File: src/rtl/fp2int_unit.sv
// IEEE-754 single to signed 32-bit integer converter.
// Iterative one-bit-per-cycle shifter, truncating toward zero with saturation.
module fp2int_unit (
  input  logic        clk,
  input  logic        reset,
  input  logic        start,
  input  logic [31:0] dataA,
  output logic        busy,
  output logic        done,
  output logic [31:0] dataR,
  output logic        ovf,
  output logic        inexact
);

  localparam logic [1:0] IDLE   = 2'd0;
  localparam logic [1:0] SHIFT  = 2'd1;
  localparam logic [1:0] FINISH = 2'd2;

  logic [1:0]  state_q, state_d;
  logic [4:0]  cnt_q, cnt_d;
  logic [31:0] mag_q, mag_d;
  logic        sign_q, sign_d;
  logic        left_q, left_d;
  logic        sticky_q, sticky_d;
  logic        ovf_p_q, ovf_p_d;
  logic [31:0] res_q, res_d;
  logic        ovf_q, ovf_d;
  logic        inexact_q, inexact_d;
  logic        done_q, done_d;
  logic [7:0]  exp_w;

  assign exp_w = dataA[30:23];

  always_comb begin
    state_d   = state_q;
    cnt_d     = cnt_q;
    mag_d     = mag_q;
    sign_d    = sign_q;
    left_d    = left_q;
    sticky_d  = sticky_q;
    ovf_p_d   = ovf_p_q;
    res_d     = res_q;
    ovf_d     = ovf_q;
    inexact_d = inexact_q;
    done_d    = 1'b0;
    case (state_q)
      IDLE: begin
        if (start) begin
          sign_d   = dataA[31];
          sticky_d = 1'b0;
          ovf_p_d  = 1'b0;
          left_d   = 1'b0;
          cnt_d    = 5'd0;
          state_d  = FINISH;
          if (exp_w == 8'd255) begin
            ovf_p_d = 1'b1;
            // NaN forces the negative saturation value regardless of sign
            if (dataA[22:0] != 23'd0) begin
              sign_d = 1'b1;
              mag_d  = 32'h8000_0000;
            end else begin
              mag_d = dataA[31] ? 32'h8000_0000 : 32'h7FFF_FFFF;
            end
          end else if (exp_w == 8'd0 || exp_w < 8'd127) begin
            mag_d    = 32'd0;
            sticky_d = |dataA[30:0];
          end else if (exp_w >= 8'd158) begin
            ovf_p_d = (dataA != 32'hCF00_0000);
            mag_d   = dataA[31] ? 32'h8000_0000 : 32'h7FFF_FFFF;
          end else begin
            mag_d  = {8'd0, 1'b1, dataA[22:0]};
            left_d = (exp_w > 8'd150);
            cnt_d  = left_d ? (exp_w[4:0] - 5'd22)
                            : (5'd22 - exp_w[4:0]);
            if (cnt_d != 5'd0)
              state_d = SHIFT;
          end
        end
      end
      SHIFT: begin
        mag_d = left_q ? (mag_q << 1) : (mag_q >> 1);
        if (!left_q)
          sticky_d = sticky_q | mag_q[0];
        cnt_d = cnt_q - 5'd1;
        if (cnt_q == 5'd1)
          state_d = FINISH;
      end
      FINISH: begin
        res_d     = sign_q ? (32'd0 - mag_q) : mag_q;
        ovf_d     = ovf_p_q;
        inexact_d = sticky_q;
        done_d    = 1'b1;
        state_d   = IDLE;
      end
      default: state_d = IDLE;
    endcase
  end

  always_ff @(posedge clk or posedge reset) begin
    if (reset) begin
      state_q   <= IDLE;
      cnt_q     <= 5'd0;
      mag_q     <= 32'd0;
      sign_q    <= 1'b0;
      left_q    <= 1'b0;
      sticky_q  <= 1'b0;
      ovf_p_q   <= 1'b0;
      res_q     <= 32'd0;
      ovf_q     <= 1'b0;
      inexact_q <= 1'b0;
      done_q    <= 1'b0;
    end else begin
      state_q   <= state_d;
      cnt_q     <= cnt_d;
      mag_q     <= mag_d;
      sign_q    <= sign_d;
      left_q    <= left_d;
      sticky_q  <= sticky_d;
      ovf_p_q   <= ovf_p_d;
      res_q     <= res_d;
      ovf_q     <= ovf_d;
      inexact_q <= inexact_d;
      done_q    <= done_d;
    end
  end

  assign busy    = (state_q != IDLE);
  assign done    = done_q;
  assign dataR   = res_q;
  assign ovf     = ovf_q;
  assign inexact = inexact_q;

endmodule

File: config.mk
export PLATFORM = sky130hd
export DESIGN_NAME = fp2int_unit
export DESIGN_NICKNAME = d
export VERILOG_FILES = /design/src/rtl/fp2int_unit.sv
export SDC_FILE = /design/constraint.sdc
export NUM_CORES = 1
export LEC_CHECK = 0
export ABC_AREA = 0
export BUFFER_PORTS_ARGS = -buffer_cell sky130_fd_sc_hd__buf_2
export CORE_MARGIN = 3
export CORE_UTILIZATION = 50
export DETAILED_ROUTE_END_ITERATION = 8
export PLACE_DENSITY = 0.75
export SETUP_SLACK_MARGIN = 0.1
export SKIP_CTS_REPAIR_TIMING = 1
export SYNTH_ARGS = -nofsm -noshare
export SYNTH_HDL_FRONTEND = slang
export SYNTH_SLANG_ARGS = --single-unit
File: constraint.sdc
create_clock -name clk -period 3.65 [get_ports clk]
set_clock_uncertainty 0.2 [all_clocks]
set_input_delay 0.73 -clock clk [delete_from_list [all_inputs] [get_ports clk]]
set_output_delay 0.73 -clock clk [all_outputs]
set_load 0.01 [all_outputs]
==> results.sh <==
export IMPL_status="finished, final reports clean"
export IMPL_synth_distinct_cells=58
export IMPL_numCtsBuffers=9
export IMPL_finalHoldViolations=0
export IMPL_totalWireLength_um=11900
export IMPL_switching_share=0.433
export IMPL_crit_path_max_incr_delay_ns=0.91
export IMPL_max_freq_mhz=339
export IMPL_cts_buffer_depth=2
export IMPL_synthToLayoutAreaGrowth_pct=13.3
export IMPL_synth_seq_cells=78
export IMPL_cp_num_buf_inv=2
export IMPL_clk_latency_ns=0.35
export IMPL_peakVddDrop_uv=516
export IMPL_firstDrtPassIters=5
export IMPL_vias_per_cell=5.86
export IMPL_maxSlewHeadroom=0.242
export IMPL_rsz0062_at_grt="no"
export IMPL_layout_drive_gt1_share=0.185
export IMPL_final_cell_area_mm2=0.00550
export IMPL_netlist_area_mm2=0.00485
export IMPL_criticalPathCategory="input port to register"
export IMPL_numPortBuffers=70
export IMPL_crit_chain="buf_2 > inv_1 > ha_1 > o2111ai_1 > a21boi_0 > o21ai_1 > o211ai_1 > o21ai_0"
export IMPL_end_kind="register"
export IMPL_finalCritPeriodShare=0.808
export IMPL_cp_top_family="compound AO/OA/AOI/OAI gates"
export IMPL_design_portCount=71
export IMPL_gp_congestion=0.898
export IMPL_nets=655
export IMPL_grt_pass1_vias=4247
export IMPL_clkPwrFrac=0.160
export IMPL_grt_max_degree=69
export IMPL_core_rowCount=35
export IMPL_setup_viol=0
export IMPL_tightest_slew_ns=1.13
export IMPL_drt_iter0_markers=265
export IMPL_drc=0
export IMPL_p_leak_nw=2.43
export IMPL_powerDensity_mw_per_mm2=827
export IMPL_grt_use_total=0.224
export IMPL_syn_instance_count=563
export IMPL_syn_avg_cell_area_um2=8.62
export IMPL_ant_nets=0
export IMPL_clkTransAtPathRegs_ns=0.08
export IMPL_num_vias=4368
export IMPL_cp_required_ns=3.62
export IMPL_core_area_mm2=0.00933
export IMPL_comb_power_share=0.456
export IMPL_worstSetupStartpointType="input port"
export IMPL_hpwl_um=8590
export IMPL_seqPwrFrac=0.385
export IMPL_grt_pass1_wl_um=20400
export IMPL_htree_levels=3
export IMPL_antenna_found_initial=0
export IMPL_async_flop_share=1.00
export IMPL_die_h_um=105
export IMPL_diodes=0
export IMPL_start_util=0.520
export IMPL_dpl_cell_area_mm2=0.00528
export IMPL_die_x_um=105
export IMPL_seq_area_frac_synth=0.402
export IMPL_yosys_most_used_dff="dfrtp_1"
export IMPL_synth_edf_count=0
export IMPL_clockRootBuffer="clkbuf_8"
export IMPL_crit_fanout=17
export IMPL_intPower_w=0.00258
export IMPL_crit_arrival_ns=2.93
export IMPL_cts_tree="yes"
export IMPL_slew_viol_final=0
export IMPL_ys_warnings_count=0
export IMPL_final_setup_tns_ns=0
export IMPL_cp_slowest_cell="o211ai_1"
export IMPL_fin_crit_ns=2.95
export IMPL_p_sw_w=0.00197
export IMPL_hp_class="register to register"
export IMPL_clock_sinks=78
export IMPL_grt_overflow_total=0
export IMPL_synth_fp_nets=607
export IMPL_die_area_mm2=0.0109
export IMPL_wl_per_cell_um=16.0
export IMPL_max_cap_violations=0
-- synthesized netlist by cell type (4+ instances only) --
| cell | count | area (um^2) |
|---|---|---|
| a21oi_1 | 31 | 155 |
| nand2_1 | 56 | 210 |
| xor2_1 | 26 | 228 |
| o211ai_1 | 5 | 37.5 |
| nand2b_1 | 8 | 50.1 |
| o22a_1 | 7 | 61.3 |
| clkbuf_1 | 37 | 139 |
| o41ai_1 | 8 | 70.1 |
| nand4_1 | 8 | 50.1 |
| nor3_1 | 9 | 45.0 |
| o221ai_1 | 7 | 61.3 |
| or3_1 | 5 | 31.3 |
| or2_2 | 4 | 25.0 |
| mux2i_1 | 28 | 280 |
| ha_1 | 9 | 113 |
| nand3b_1 | 4 | 30.0 |
| mux2_2 | 5 | 56.3 |
| nor4_1 | 9 | 56.3 |
| nand3_1 | 7 | 35.0 |
| nor2_1 | 64 | 240 |
| inv_1 | 12 | 45.0 |
| o31ai_1 | 9 | 67.6 |
| o21ai_0 | 67 | 335 |
| dfrtp_1 | 78 | 1950 |
-- layer usage --
layer | global-route usage | vias to the layer above | wire [um]
li1 | - | 2138 | -
met1 | 0.308 | 2088 | 5400
met2 | 0.363 | 128 | 5680
met3 | 0.0403 | 14 | 670
met4 | 0.0598 | 0 | 156
met5 | 0 | - | 0
-- cells in the final DEF, fill, tap and decap left out, types with 5 or more instances in the layout --
cell type,n
clkbuf_8,10
ha_1,9
nand2_1,56
nor3_1,9
o21ai_0,67
mux2i_1,28
o211ai_1,5
a21oi_1,30
inv_1,11
or3_1,5
xor2_1,26
o31ai_1,9
o22a_1,7
o221ai_1,7
dfrtp_1,78
buf_2,70
nand4_1,8
buf_4,7
o41ai_1,8
nor2_1,64
nand2b_1,7
mux2_2,5
nand3_1,7
nor4_1,9
-- cells by family (layout without fill, tap and decap cells) --
logic type | after synthesis | after routing | synth area share
buffers and inverters | 54 | 107 | 0.0449
xor gates and xnor gates | 28 | 28 | 0.0505
DFF | 78 | 78 | 0.402
and+or+nand+nor | 194 | 194 | 0.193
muxes | 33 | 33 | 0.0693
adders and majority gates | 9 | 9 | 0.0232
AOI/OAI and AO/OA | 167 | 167 | 0.217
-- area by class of cell --
| type | instances | area (um^2) |
|---|---|---|
| Fill cell | 883 | 3830 |
| Multi-Input combinational cell | 431 | 2690 |
| Sequential cell | 78 | 1950 |
| Timing Repair Buffer | 78 | 423 |
| Tap cell | 129 | 161 |
| Clock buffer | 10 | 138 |
| Clock inverter | 6 | 85.1 |
| Inverter | 13 | 48.8 |
-- sequential cells by signal, indices dropped and copies added (netlist names) --
name,flops
sign_q,1
dataR,32
left_q,1
sticky_q,1
ovf,1
ovf_p_q,1
cnt_q,5
state_q,2
mag_q,32
done,1
inexact,1
-- path summary, 6_finish.rpt --
check / end / start / depth (start not counted) / slack [ns]
min: ovf$_DFFE_PP0P_ / ovf$_DFFE_PP0P_ / 2 / 0.27
max reg2reg: dataR[26]$_DFFE_PP0P_ / mag_q[14]$_DFFE_PP0P_ / 5 / 0.87
min reg2reg: ovf$_DFFE_PP0P_ / ovf$_DFFE_PP0P_ / 2 / 0.27
min in group asynchronous: dataR[19]$_DFFE_PP0P_ / reset / 2 / 0.28
max: mag_q[8]$_DFFE_PP0P_ / dataA[23] / 8 / 0.70
max in group asynchronous: mag_q[0]$_DFFE_PP0P_ / reset / 3 / 2.27
-- power by group through the flow --
stage	Sequential (W)	Combinational [W]	Clock, W
2_1_floorplan	0.00165	0.00160	0
3_3_place_gp	0.00174	0.00204	0
3_5_place_dp	0.00176	0.00209	0
4_1_cts	0.00174	0.00210	0.000740
5_1_grt	0.00182	0.00236	0.000779
6_report	0.00175	0.00207	0.000725
-- worst min-delay path: stages (launching register included) --
cell	delay [ns]
dfrtp_1	0.34
nand2_1	0.05
nand2_1	0.05
-- through the flow --
| step | worst slack [ns] | std cells | total power [W] | hold slack (ns) | util |
|---|---|---|---|---|---|
| floorplan | 0.725 | 563 | 0.00325 | 0.230 | - |
| detailed placement | 0.377 | 729 | 0.00385 | 0.262 | 0.566 |
| finish | 0.699 | 745 | 0.00455 | 0.271 | 0.589 |
| global placement | 0.495 | 729 | 0.00377 | 0.255 | 0.566 |
| global route | 0.425 | 745 | 0.00496 | 0.300 | 0.589 |
| CTS | 0.751 | 745 | 0.00458 | 0.281 | 0.589 |
No activity file was read; power rests on OpenSTA's default activity.
